==> src/rtl/pipe_ctrl_pkg.sv <==
// ---------------------------------------------------------------------------
// pipe_ctrl_pkg
//   Shared types for the pipeline hazard controller.
//   - state_t : sequencer state (RUN, DRAIN, HALTED)
//   - ctrl_t  : bundle of the per-cycle pipeline control outputs
//   - CTRL_*  : the only control combinations the sequencer ever produces
// ---------------------------------------------------------------------------
package pipe_ctrl_pkg;

    localparam int STATE_W = 2;

    typedef enum logic [STATE_W-1:0] {
        ST_RUN    = 2'd0,
        ST_DRAIN  = 2'd1,
        ST_HALTED = 2'd2
    } state_t;

    typedef struct packed {
        logic pc_write;
        logic not_cache_stall;
        logic ifid_write;
        logic ifid_flush;
        logic idex_flush;
        logic is_halted;
    } ctrl_t;

    // Normal forward progress; also what the pipeline sees while in reset.
    localparam ctrl_t CTRL_IDLE = '{
        pc_write: 1'b1, not_cache_stall: 1'b1, ifid_write: 1'b1,
        ifid_flush: 1'b0, idex_flush: 1'b0, is_halted: 1'b0};

    // Core stopped for good; only reset leaves this.
    localparam ctrl_t CTRL_HALTED = '{
        pc_write: 1'b0, not_cache_stall: 1'b0, ifid_write: 1'b0,
        ifid_flush: 1'b0, idex_flush: 1'b0, is_halted: 1'b1};

    // Cache miss: every pipeline register and the PC hold their value.
    localparam ctrl_t CTRL_FROZEN = '{
        pc_write: 1'b0, not_cache_stall: 1'b0, ifid_write: 1'b0,
        ifid_flush: 1'b0, idex_flush: 1'b0, is_halted: 1'b0};

    // Wrong-path redirect: load the corrected PC and squash IF and ID.
    localparam ctrl_t CTRL_REDIRECT = '{
        pc_write: 1'b1, not_cache_stall: 1'b1, ifid_write: 1'b1,
        ifid_flush: 1'b1, idex_flush: 1'b1, is_halted: 1'b0};

    // Ecall drain: let the ecall move down the pipe, stop fetching,
    // and feed bubbles into IF/ID behind it.
    localparam ctrl_t CTRL_DRAIN = '{
        pc_write: 1'b0, not_cache_stall: 1'b1, ifid_write: 1'b1,
        ifid_flush: 1'b1, idex_flush: 1'b0, is_halted: 1'b0};

    // Load-use: hold PC and IF/ID, insert one bubble into ID/EX.
    localparam ctrl_t CTRL_LOAD_USE = '{
        pc_write: 1'b0, not_cache_stall: 1'b1, ifid_write: 1'b0,
        ifid_flush: 1'b0, idex_flush: 1'b1, is_halted: 1'b0};

endpackage

==> src/rtl/pipe_hazard_ctrl_sat_counter.sv <==
// ---------------------------------------------------------------------------
// sat_counter
//   Up-counter that sticks at all-ones instead of wrapping.
//   Ports:
//     clk     : clock
//     reset   : synchronous, active-high; clears the count and wins over inc
//     i_inc   : count this cycle
//     o_count : current count (registered)
// ---------------------------------------------------------------------------
module sat_counter #(
    parameter int CNT_W = 32
) (
    input  logic             clk,
    input  logic             reset,
    input  logic             i_inc,
    output logic [CNT_W-1:0] o_count
);

    localparam logic [CNT_W-1:0] ONE = CNT_W'(1);

    logic [CNT_W-1:0] r_count;

    // Holding at all-ones keeps long stalls from looking like short ones.
    always_ff @(posedge clk) begin
        if (reset) begin
            r_count <= '0;
        end else if (i_inc && (r_count != '1)) begin
            r_count <= r_count + ONE;
        end
    end

    assign o_count = r_count;

endmodule

==> src/rtl/pipe_hazard_ctrl.sv <==
// ---------------------------------------------------------------------------
// pipe_hazard_ctrl
//   Central stall/flush sequencer for the 5-stage pipeline. One prioritized
//   decision per cycle from cache busy, load-use, EX mispredict and ecall
//   halt draining, plus saturating stall/flush performance counters.
//   Ports:
//     clk, reset              : clock, synchronous active-high reset
//     i_icache_busy           : I-cache miss in progress (freeze)
//     i_dcache_busy           : D-cache miss in progress (freeze)
//     i_load_use_hazard       : ID instruction depends on load in EX
//     i_mispredict            : EX resolved a wrong next-PC this cycle
//     i_halt_req              : ID holds a halting ecall
//     i_wb_halt               : halting ecall retires in WB this cycle
//     o_pc_write              : PC update enable
//     o_not_cache_stall       : global enable for pipeline registers and PC
//     o_ifid_write            : IF/ID write enable
//     o_ifid_flush            : IF/ID -> bubble
//     o_idex_flush            : ID/EX -> bubble
//     o_is_halted             : core halted
//     o_stall_cnt             : cycles with PC held while not halted
//     o_flush_cnt             : mispredict redirects taken
// ---------------------------------------------------------------------------
module pipe_hazard_ctrl
    import pipe_ctrl_pkg::*;
#(
    parameter int CNT_W = 32
) (
    input  logic             clk,
    input  logic             reset,
    input  logic             i_icache_busy,
    input  logic             i_dcache_busy,
    input  logic             i_load_use_hazard,
    input  logic             i_mispredict,
    input  logic             i_halt_req,
    input  logic             i_wb_halt,
    output logic             o_pc_write,
    output logic             o_not_cache_stall,
    output logic             o_ifid_write,
    output logic             o_ifid_flush,
    output logic             o_idex_flush,
    output logic             o_is_halted,
    output logic [CNT_W-1:0] o_stall_cnt,
    output logic [CNT_W-1:0] o_flush_cnt
);

    state_t r_state;
    state_t w_next_state;
    ctrl_t  w_ctrl;
    logic   w_freeze;
    logic   w_flush_inc;
    logic   w_stall_inc;

    assign w_freeze = i_icache_busy | i_dcache_busy;

    always_ff @(posedge clk) begin
        if (reset) begin
            r_state <= ST_RUN;
        end else begin
            r_state <= w_next_state;
        end
    end

    // Priority: HALTED > freeze > mispredict > drain/halt_req > load-use.
    // A freeze simply holds state; a mispredict hidden by the freeze is
    // re-presented by the frozen EX register afterwards, so nothing is
    // remembered here. While reset is asserted the pipeline sees the
    // normal run values so the rest of the core can clock cleanly.
    always_comb begin
        w_ctrl       = CTRL_IDLE;
        w_next_state = r_state;
        w_flush_inc  = 1'b0;
        if (!reset) begin
            if (r_state == ST_HALTED) begin
                w_ctrl = CTRL_HALTED;
            end else if (w_freeze) begin
                w_ctrl = CTRL_FROZEN;
            end else if (i_mispredict) begin
                // In DRAIN this means the halting ecall was wrong-path.
                w_ctrl       = CTRL_REDIRECT;
                w_flush_inc  = 1'b1;
                w_next_state = ST_RUN;
            end else if (r_state == ST_DRAIN) begin
                // Load-use is irrelevant here: everything behind the ecall
                // is already being flushed.
                w_ctrl = CTRL_DRAIN;
                if (i_wb_halt) begin
                    w_next_state = ST_HALTED;
                end
            end else if (i_halt_req) begin
                w_ctrl       = CTRL_DRAIN;
                w_next_state = ST_DRAIN;
            end else if (i_load_use_hazard) begin
                w_ctrl = CTRL_LOAD_USE;
            end
        end
    end

    assign w_stall_inc = !reset && !w_ctrl.pc_write && (r_state != ST_HALTED);

    sat_counter #(.CNT_W(CNT_W)) u_stall_cnt (
        .clk     (clk),
        .reset   (reset),
        .i_inc   (w_stall_inc),
        .o_count (o_stall_cnt)
    );

    sat_counter #(.CNT_W(CNT_W)) u_flush_cnt (
        .clk     (clk),
        .reset   (reset),
        .i_inc   (w_flush_inc),
        .o_count (o_flush_cnt)
    );

    assign o_pc_write        = w_ctrl.pc_write;
    assign o_not_cache_stall = w_ctrl.not_cache_stall;
    assign o_ifid_write      = w_ctrl.ifid_write;
    assign o_ifid_flush      = w_ctrl.ifid_flush;
    assign o_idex_flush      = w_ctrl.idex_flush;
    assign o_is_halted       = w_ctrl.is_halted;

endmodule

==> config.mk <==
export PLATFORM = sky130hd
export DESIGN_NAME = pipe_hazard_ctrl
export DESIGN_NICKNAME = d
export VERILOG_FILES = /design/src/rtl/pipe_ctrl_pkg.sv /design/src/rtl/pipe_hazard_ctrl_sat_counter.sv /design/src/rtl/pipe_hazard_ctrl.sv
export SDC_FILE = /design/constraint.sdc
export NUM_CORES = 1
export LEC_CHECK = 0
export CAP_MARGIN = 10
export CORE_ASPECT_RATIO = 1.4
export CORE_MARGIN = 2
export CORE_UTILIZATION = 46
export CTS_CLUSTER_DIAMETER = 100
export CTS_CLUSTER_SIZE = 12
export DETAILED_ROUTE_END_ITERATION = 16
export PLACE_DENSITY = 0.86
export SLEW_MARGIN = 20
export SYNTH_ARGS = -nofsm -noshare
export SYNTH_HDL_FRONTEND = slang
export SYNTH_HIERARCHICAL = 1
export SYNTH_SLANG_ARGS = --single-unit
export TNS_END_PERCENT = 10
==> constraint.sdc <==
create_clock -name clk -period 2.7 [get_ports clk]
set_input_delay 0.54 -clock clk [delete_from_list [all_inputs] [get_ports clk]]
set_output_delay 0.54 -clock clk [all_outputs]
set_load 0.05 [all_outputs]
**Word level (Yosys, flattened, before mapping)**

Index checks and enable logic that the tools add are counted.

- Add/subtract/negate cells: 2
- $mul: 0
- Div/mod/pow operators: 0
- Magnitude comparators: 0
- Equality and inequality tests: 6
- Shift-type cells: 0
- Mux-type cells: 15
- Bitwise logic cells: 3
- Reduce and logical (&&, ||, !) cells: 8

Operators by type and width:

| operator | number |
|---|---|
| 32-bit by 1-bit adder with 32-bit output (second input constant) | 2 |
| 32-bit != test (second input constant) | 2 |
| 6-bit 2-to-1 mux | 7 |
| 2-bit 2-to-1 mux | 4 |
| 1-bit logical AND | 4 |
| 1-bit 2-to-1 mux | 4 |
| 4-bit AND reduction | 1 |
| 3-bit != test (second input constant) | 1 |
| 3-bit nonzero test | 1 |
| 2-bit by 1-bit equality test with 1-bit output (second input constant) | 1 |
| 2-bit equality test (second input constant) | 1 |
| 1-bit zero test | 2 |
| 2-bit != test (second input constant) | 1 |
| 1-bit NOT | 2 |
| 1-bit OR | 1 |

- Register bits: 66
- Latch bits: 0
- Bits in writable memories: 0
- ROM bits: 0
- Bits of input ports: 8
- Output and inout bits: 70
- Word-level logic and storage cells: 37
- Memories kept: 0

**Longest topological paths before layout**

Gate-level depths: netlist of the first run.

- Depth in word-level cells: 11
- Depth in mapped cells: 9
- Depth with buffers taken out: 8

**Cells and area by module**

The synthesis of the first run kept the hierarchy.

By module, submodules not included:

| module | instances | cells an instance | area an instance (um^2) | seq. area each (um^2) |
|---|---|---|---|---|
| sat_counter | 2 | 199 | 1674.1 | 640.6 |
| pipe_hazard_ctrl | 1 | 35 | 284.0 | 40.0 |

**Least setup slack after synthesis of the first run**

No wires, ideal clock.

- Path type: in2reg
- Start: input port i_dcache_busy
- End: register u_flush_cnt.r_count[31], in the netlist u_flush_cnt/o_count[31]
- Setup time: 0.121 ns
- Data arrival time: 2.789 ns
- Data required time: 2.579 ns
- Path slack: -0.210 ns
- Cell stages on the path: 8
- Buffers on the path: 0
- Cell sequence: nor2_2 nand2_1 nor3_1 nand4_1 nor4_2 nand4_1 nor4_1 mux2_2

- Word-level cells in the longest chain between the ends: 5

RTL lines:

| element | RTL line | source |
|---|---|---|
| start: declaration | pipe_hazard_ctrl.sv:31 | `input logic i_dcache_busy,` |
| 1-bit OR | pipe_hazard_ctrl.sv:53 | `assign w_freeze = i_icache_busy \| i_dcache_busy;` |
| 1-bit 2-to-1 mux | pipe_hazard_ctrl.sv:75 | `end else if (w_freeze) begin` |
| 1-bit 2-to-1 mux | pipe_hazard_ctrl.sv:73 | `if (r_state == ST_HALTED) begin` |
| 1-bit 2-to-1 mux | pipe_hazard_ctrl.sv:72 | `if (!reset) begin` |
| via w_flush_inc | pipe_hazard_ctrl.sv:50 | `logic w_flush_inc;` |
| 1-bit logical AND | pipe_hazard_ctrl_sat_counter.sv:27 | `end else if (i_inc && (r_count != '1)) begin` |
| end signal: assignment | pipe_hazard_ctrl_sat_counter.sv:28 | `r_count <= r_count + ONE;` |
| end: declaration | pipe_hazard_ctrl_sat_counter.sv:21 | `logic [CNT_W-1:0] r_count;` |

The timed path passes the listed nets, and every way through them passes these cells.
A chain may end at the register's enable or synchronous reset.

**Final worst setup path of the first run**

- Start: input port i_load_use_hazard
- End: register u_stall_cnt.r_count[31], in the netlist u_stall_cnt/o_count[31]

- Word-level cells in the longest chain between the ends: 11

RTL lines:

| element | RTL line | source |
|---|---|---|
| start: declaration | pipe_hazard_ctrl.sv:32 | `input logic i_load_use_hazard,` |
| 6-bit 2-to-1 mux | pipe_hazard_ctrl.sv:92 | `end else if (i_load_use_hazard) begin` |
| 6-bit 2-to-1 mux | pipe_hazard_ctrl.sv:89 | `end else if (i_halt_req) begin` |
| 6-bit 2-to-1 mux | pipe_hazard_ctrl.sv:82 | `end else if (r_state == ST_DRAIN) begin` |
| 6-bit 2-to-1 mux | pipe_hazard_ctrl.sv:77 | `end else if (i_mispredict) begin` |
| 6-bit 2-to-1 mux | pipe_hazard_ctrl.sv:75 |  |
| 6-bit 2-to-1 mux | pipe_hazard_ctrl.sv:73 |  |
| 6-bit 2-to-1 mux | pipe_hazard_ctrl.sv:72 |  |
| 1-bit zero test | pipe_hazard_ctrl.sv:98 | `assign w_stall_inc = !reset && !w_ctrl.pc_write && (r_state != ST_HALTED);` |
| 1-bit logical AND (2 in series) | pipe_hazard_ctrl.sv:98 |  |
| via w_stall_inc | pipe_hazard_ctrl.sv:51 | `logic w_stall_inc;` |
| 1-bit logical AND | pipe_hazard_ctrl_sat_counter.sv:27 |  |
| end signal: assignment | pipe_hazard_ctrl_sat_counter.sv:28 |  |
| end: declaration | pipe_hazard_ctrl_sat_counter.sv:21 |  |

The timed path passes the listed nets, and every way through them passes these cells.

==> flow_summary_export.csv, run 1 <==
group,metric,value,unit
power_and_ir_drop,swShare,22.9,%
synthesis,ys_dominant_reg_cell,"dfxtp_1",
floorplan,initial_core_util,47.2,%
detailed_routing,route.detailed.drc,0,
clock_tree,htree_num_levels,3,
final_layout,seq_area,1320,um^2
power_and_ir_drop,share_clk_of_total_power,44.9,%
worst_setup_path,critical_path.startpoint_type,"input pin",
synthesis,synth_edf_count,0,
placement,placed_instances,632,
power_and_ir_drop,power.switching,470,uW
worst_hold_path,holdCritPathClass,"flop to flop",
clock_tree,cts.clk_slew.worst_paths,70,ps
final_layout,antenna_diode_instance_count,0,
power_and_ir_drop,seq_power_share,48.1,%
synthesis,sequential_share_of_the_synthesized_area,36.4,%
worst_setup_path,worstSetupEndpointType,"flop",
final_layout,multiInputGateArea,2220,um^2
synthesis,syn_area_per_cell,8.39,um^2
flow_run,maxCapViolCount,0,
global_route,antenna_found_initial,0,
sta,unrepaired_setup_endpoints_after_global_routing,"true",
sta,setup-violations-final,0,
sta,fin_crit,2610,ps
final_layout,finalNetCount,553,
power_and_ir_drop,cellInternalPower,1.58,mW
placement,gp_congestion,0.853,
detailed_routing,postRouteWirelength,10300,um
floorplan,fp.dieW,79.1,um
detailed_routing,viasPerCell,6.11,
worst_setup_path,criticalPathCategory,"input pin to flop",
power_and_ir_drop,combinationalPowerShare,7.0,%
detailed_routing,route.vias.total,3960,
synthesis,number_of_distinct_library_cells_after_synthesis,52,
detailed_routing,final_antenna_net_count,0,
sta,slew_at_the_pin_closest_to_its_max_slew_limit,669,ps
worst_setup_path,crit_path_most_repeated_cell,"nand4_1",
clock_tree,clock_sink_count,66,
run_status,status,"completed",
clock_tree,holdBufCountCts,0,
synthesis,asyncSetResetFlopFracSynth,0,%
synthesis,synth.ff_latch_count,66,
worst_setup_path,largest_incremental_delay_on_the_critical_path,470,ps
global_route,globalRouteOverflowTotal,0,
sta,fin_worst_skew,12.8,ps
worst_setup_path,path_cells,"clkdlybuf4s50_1 -> inv_1 -> a31o_1 -> a221oi_2 -> nand4_1 -> nor4_4 -> nand4_1 -> nor4_1 -> mux2_2",
detailed_routing,dr.pass1.iters,5,
global_route,grt_start_max_net_pins,51,
detailed_routing,post_drt_wl_per_cell,15.8,um
clock_tree,cts_buffer_depth,2,
worst_setup_path,critical-path-slowest-cell,"clkdlybuf4s50_1",
floorplan,core,7700,um^2
sta,setup_slack,89.6,ps
global_route,global_routing_usage_summed_across_all_routing_layers,24.2,%
floorplan,ios,78,
floorplan,core.rowCount,38,
detailed_routing,detail_route.iter0.violations,278,
power_and_ir_drop,static-leakage-power,1.63,nW
final_layout,areaGrowthSynthToFinish,39.4,%
final_layout,post_route_cells_drive_above_1_share,17.3,%
worst_setup_path,required,2940,ps
final_layout,utilization,65.8,%
sta,period_utilization_post_route,96.7,%
worst_setup_path,timing.critical_path.fanout_max,3,
final_layout,finish.cell_count_without_fillers,648,
sta,final_max_slew_viol_count,0,
power_and_ir_drop,fin_total_pwr,2.05,mW
placement,dpl-instance-area,4830,um^2
synthesis,netlist_area,3630,um^2
sta,max_clock_freq,383,MHz
clock_tree,cts_made_buffers,9,
global_route,grt_pass1_wl,16900,um
clock_tree,cts_tree,"done",
final_layout,fillers,641,
synthesis,post_synth_inst_count,433,
worst_setup_path,worstPathArrival,2850,ps
sta,hold_violations,0,
final_layout,fin_area,5060,um^2
power_and_ir_drop,power_density,404,nW/um^2
placement,dp_worst_setup_slack,-285,ps
synthesis,number_of_warning_messages_in_the_yosys_log,6,
power_and_ir_drop,ir_drop,0.343,mV
sta,relative_slew_slack,55.1,%
global_route,grt_pass1_vias,3744,
synthesis,mappedNetlistNets,443,
clock_tree,worstSkewPairLatency,350,ps
clock_tree,cts-root-buf,"clkbuf_8",
floorplan,fp.dieArea,8630,um^2
placement,place.port_buffers,77,
floorplan,die_height,109,um
placement,detailedPlacementHpwl,7410,um
## worst paths after layout
check                                        startpoint                       to  slack [ps]  cells after the start
worst max register to register               r_state[0]  u_stall_cnt/o_count[31]         180                      8
worst min register to register  u_stall_cnt/o_count[23]  u_stall_cnt/o_count[23]         500                      2
worst max-delay path                  i_load_use_hazard  u_stall_cnt/o_count[31]          90                      9
worst min-delay path            u_stall_cnt/o_count[23]  u_stall_cnt/o_count[23]         500                      2
## routing by layer
layer	track usage, %	vias up	wire [um]
li1	-	1903	-
met1	25.8	1856	4060
met2	44.7	176	5360
met3	5.55	25	599
met4	10.8	0	238
met5	0	-	0
## cells by family (layout without fill, tap and decap cells)
| group | count (synthesis) | in the layout | share of synthesized area (%) |
|---|---|---|---|
| AOI/OAI and AO/OA | 113 | 113 | 21.4 |
| xor gates and xnor gates | 14 | 14 | 3.38 |
| adders and majority gates | 2 | 2 | 0.689 |
| buffers and inverters | 33 | 148 | 3.82 |
| DFF | 66 | 66 | 36.4 |
| muxes | 6 | 6 | 1.79 |
| and+or+nand+nor | 199 | 199 | 32.6 |
## Yosys cell counts (3+ instances only)
library cell,number,area share (%)
o21ai_0,16,2.2
and4_1,8,1.9
or4_1,24,5.0
clkbuf_1,16,1.7
nor4_1,8,1.4
or3_1,20,3.4
o31ai_1,24,5.0
a21oi_1,46,6.3
nand3_1,26,3.6
a2111oi_0,4,0.96
nor3b_1,4,0.83
nand4_1,21,3.6
xnor2_1,12,2.9
a31oi_1,5,0.86
inv_1,8,0.83
nor3_1,6,0.83
dfxtp_1,66,36
nand2b_1,3,0.52
a211oi_1,3,0.62
nor2b_1,4,0.69
buf_2,6,0.83
nand2_1,22,2.3
and3_1,6,1.0
nor2_1,30,3.1
## registers in the layout, indices dropped and copies added (netlist names)
signal	flops
r_state	2
u_flush_cnt/o_count	32
u_stall_cnt/o_count	32
## layout make-up
class | instances | share of cell area, %
inverter | 9 | 0.667
multi-input combinational | 334 | 43.8
timing repair buffer | 123 | 22.6
tap | 100 | 2.47
clock inverter | 5 | 1.53
clock buffer | 11 | 2.79
sequential | 66 | 26.1
## worst max-delay path: cells and delay by family
family / cells / cell delay (ps)
and+or+nand+nor: 4 / 910
AOI/OAI and AO/OA: 2 / 500
buffers and inverters: 2 / 510
muxes: 1 / 380
## metrics by stage
step | hold WS (ps) | setup TNS [ps]
6_report | 501 | 0
4_1_cts | 500 | 0
3_3_place_gp | 479 | -3360
3_5_place_dp | 489 | -5200
5_1_grt | 519 | -95.1
2_1_floorplan | 548 | -6.87
## cell usage in the layout, fill, tap and decap left out, types with 6 or more instances in the layout
cell	instances
o31ai_1	24
inv_1	8
xnor2_1	12
clkbuf_8	10
nor2_1	30
o21ai_0	16
and3_1	6
clkdlybuf4s50_1	70
or3_1	20
dfxtp_1	66
a21oi_1	46
nand4_1	21
or4_1	24
buf_4	48
and4_1	8
nand3_1	26
nand2_1	22
## what timing repair did
action / 4_1_cts / 5_1_grt
buffers inserted: 0 / 0
gates resized for setup: 0 / 2
endpoints found under the setup margin: 0 / 11
## power by group through the flow
stage / Clock (mW) / Combinational [mW] / Sequential [mW]
2_1_floorplan: 0 / 0.0633 / 1.02
3_3_place_gp: 0 / 0.139 / 1.01
3_5_place_dp: 0 / 0.141 / 1.01
4_1_cts: 0.940 / 0.142 / 0.985
5_1_grt: 0.981 / 0.152 / 0.985
6_report: 0.919 / 0.143 / 0.985
Note: power is estimated with default switching activity, not from simulation.
==> run 2, diff against run 1 <==
- CTS_CLUSTER_DIAMETER: 100 -> not set
==> results of run 2 <==
Final layout, timing and power as in run 1 (identical DEF).
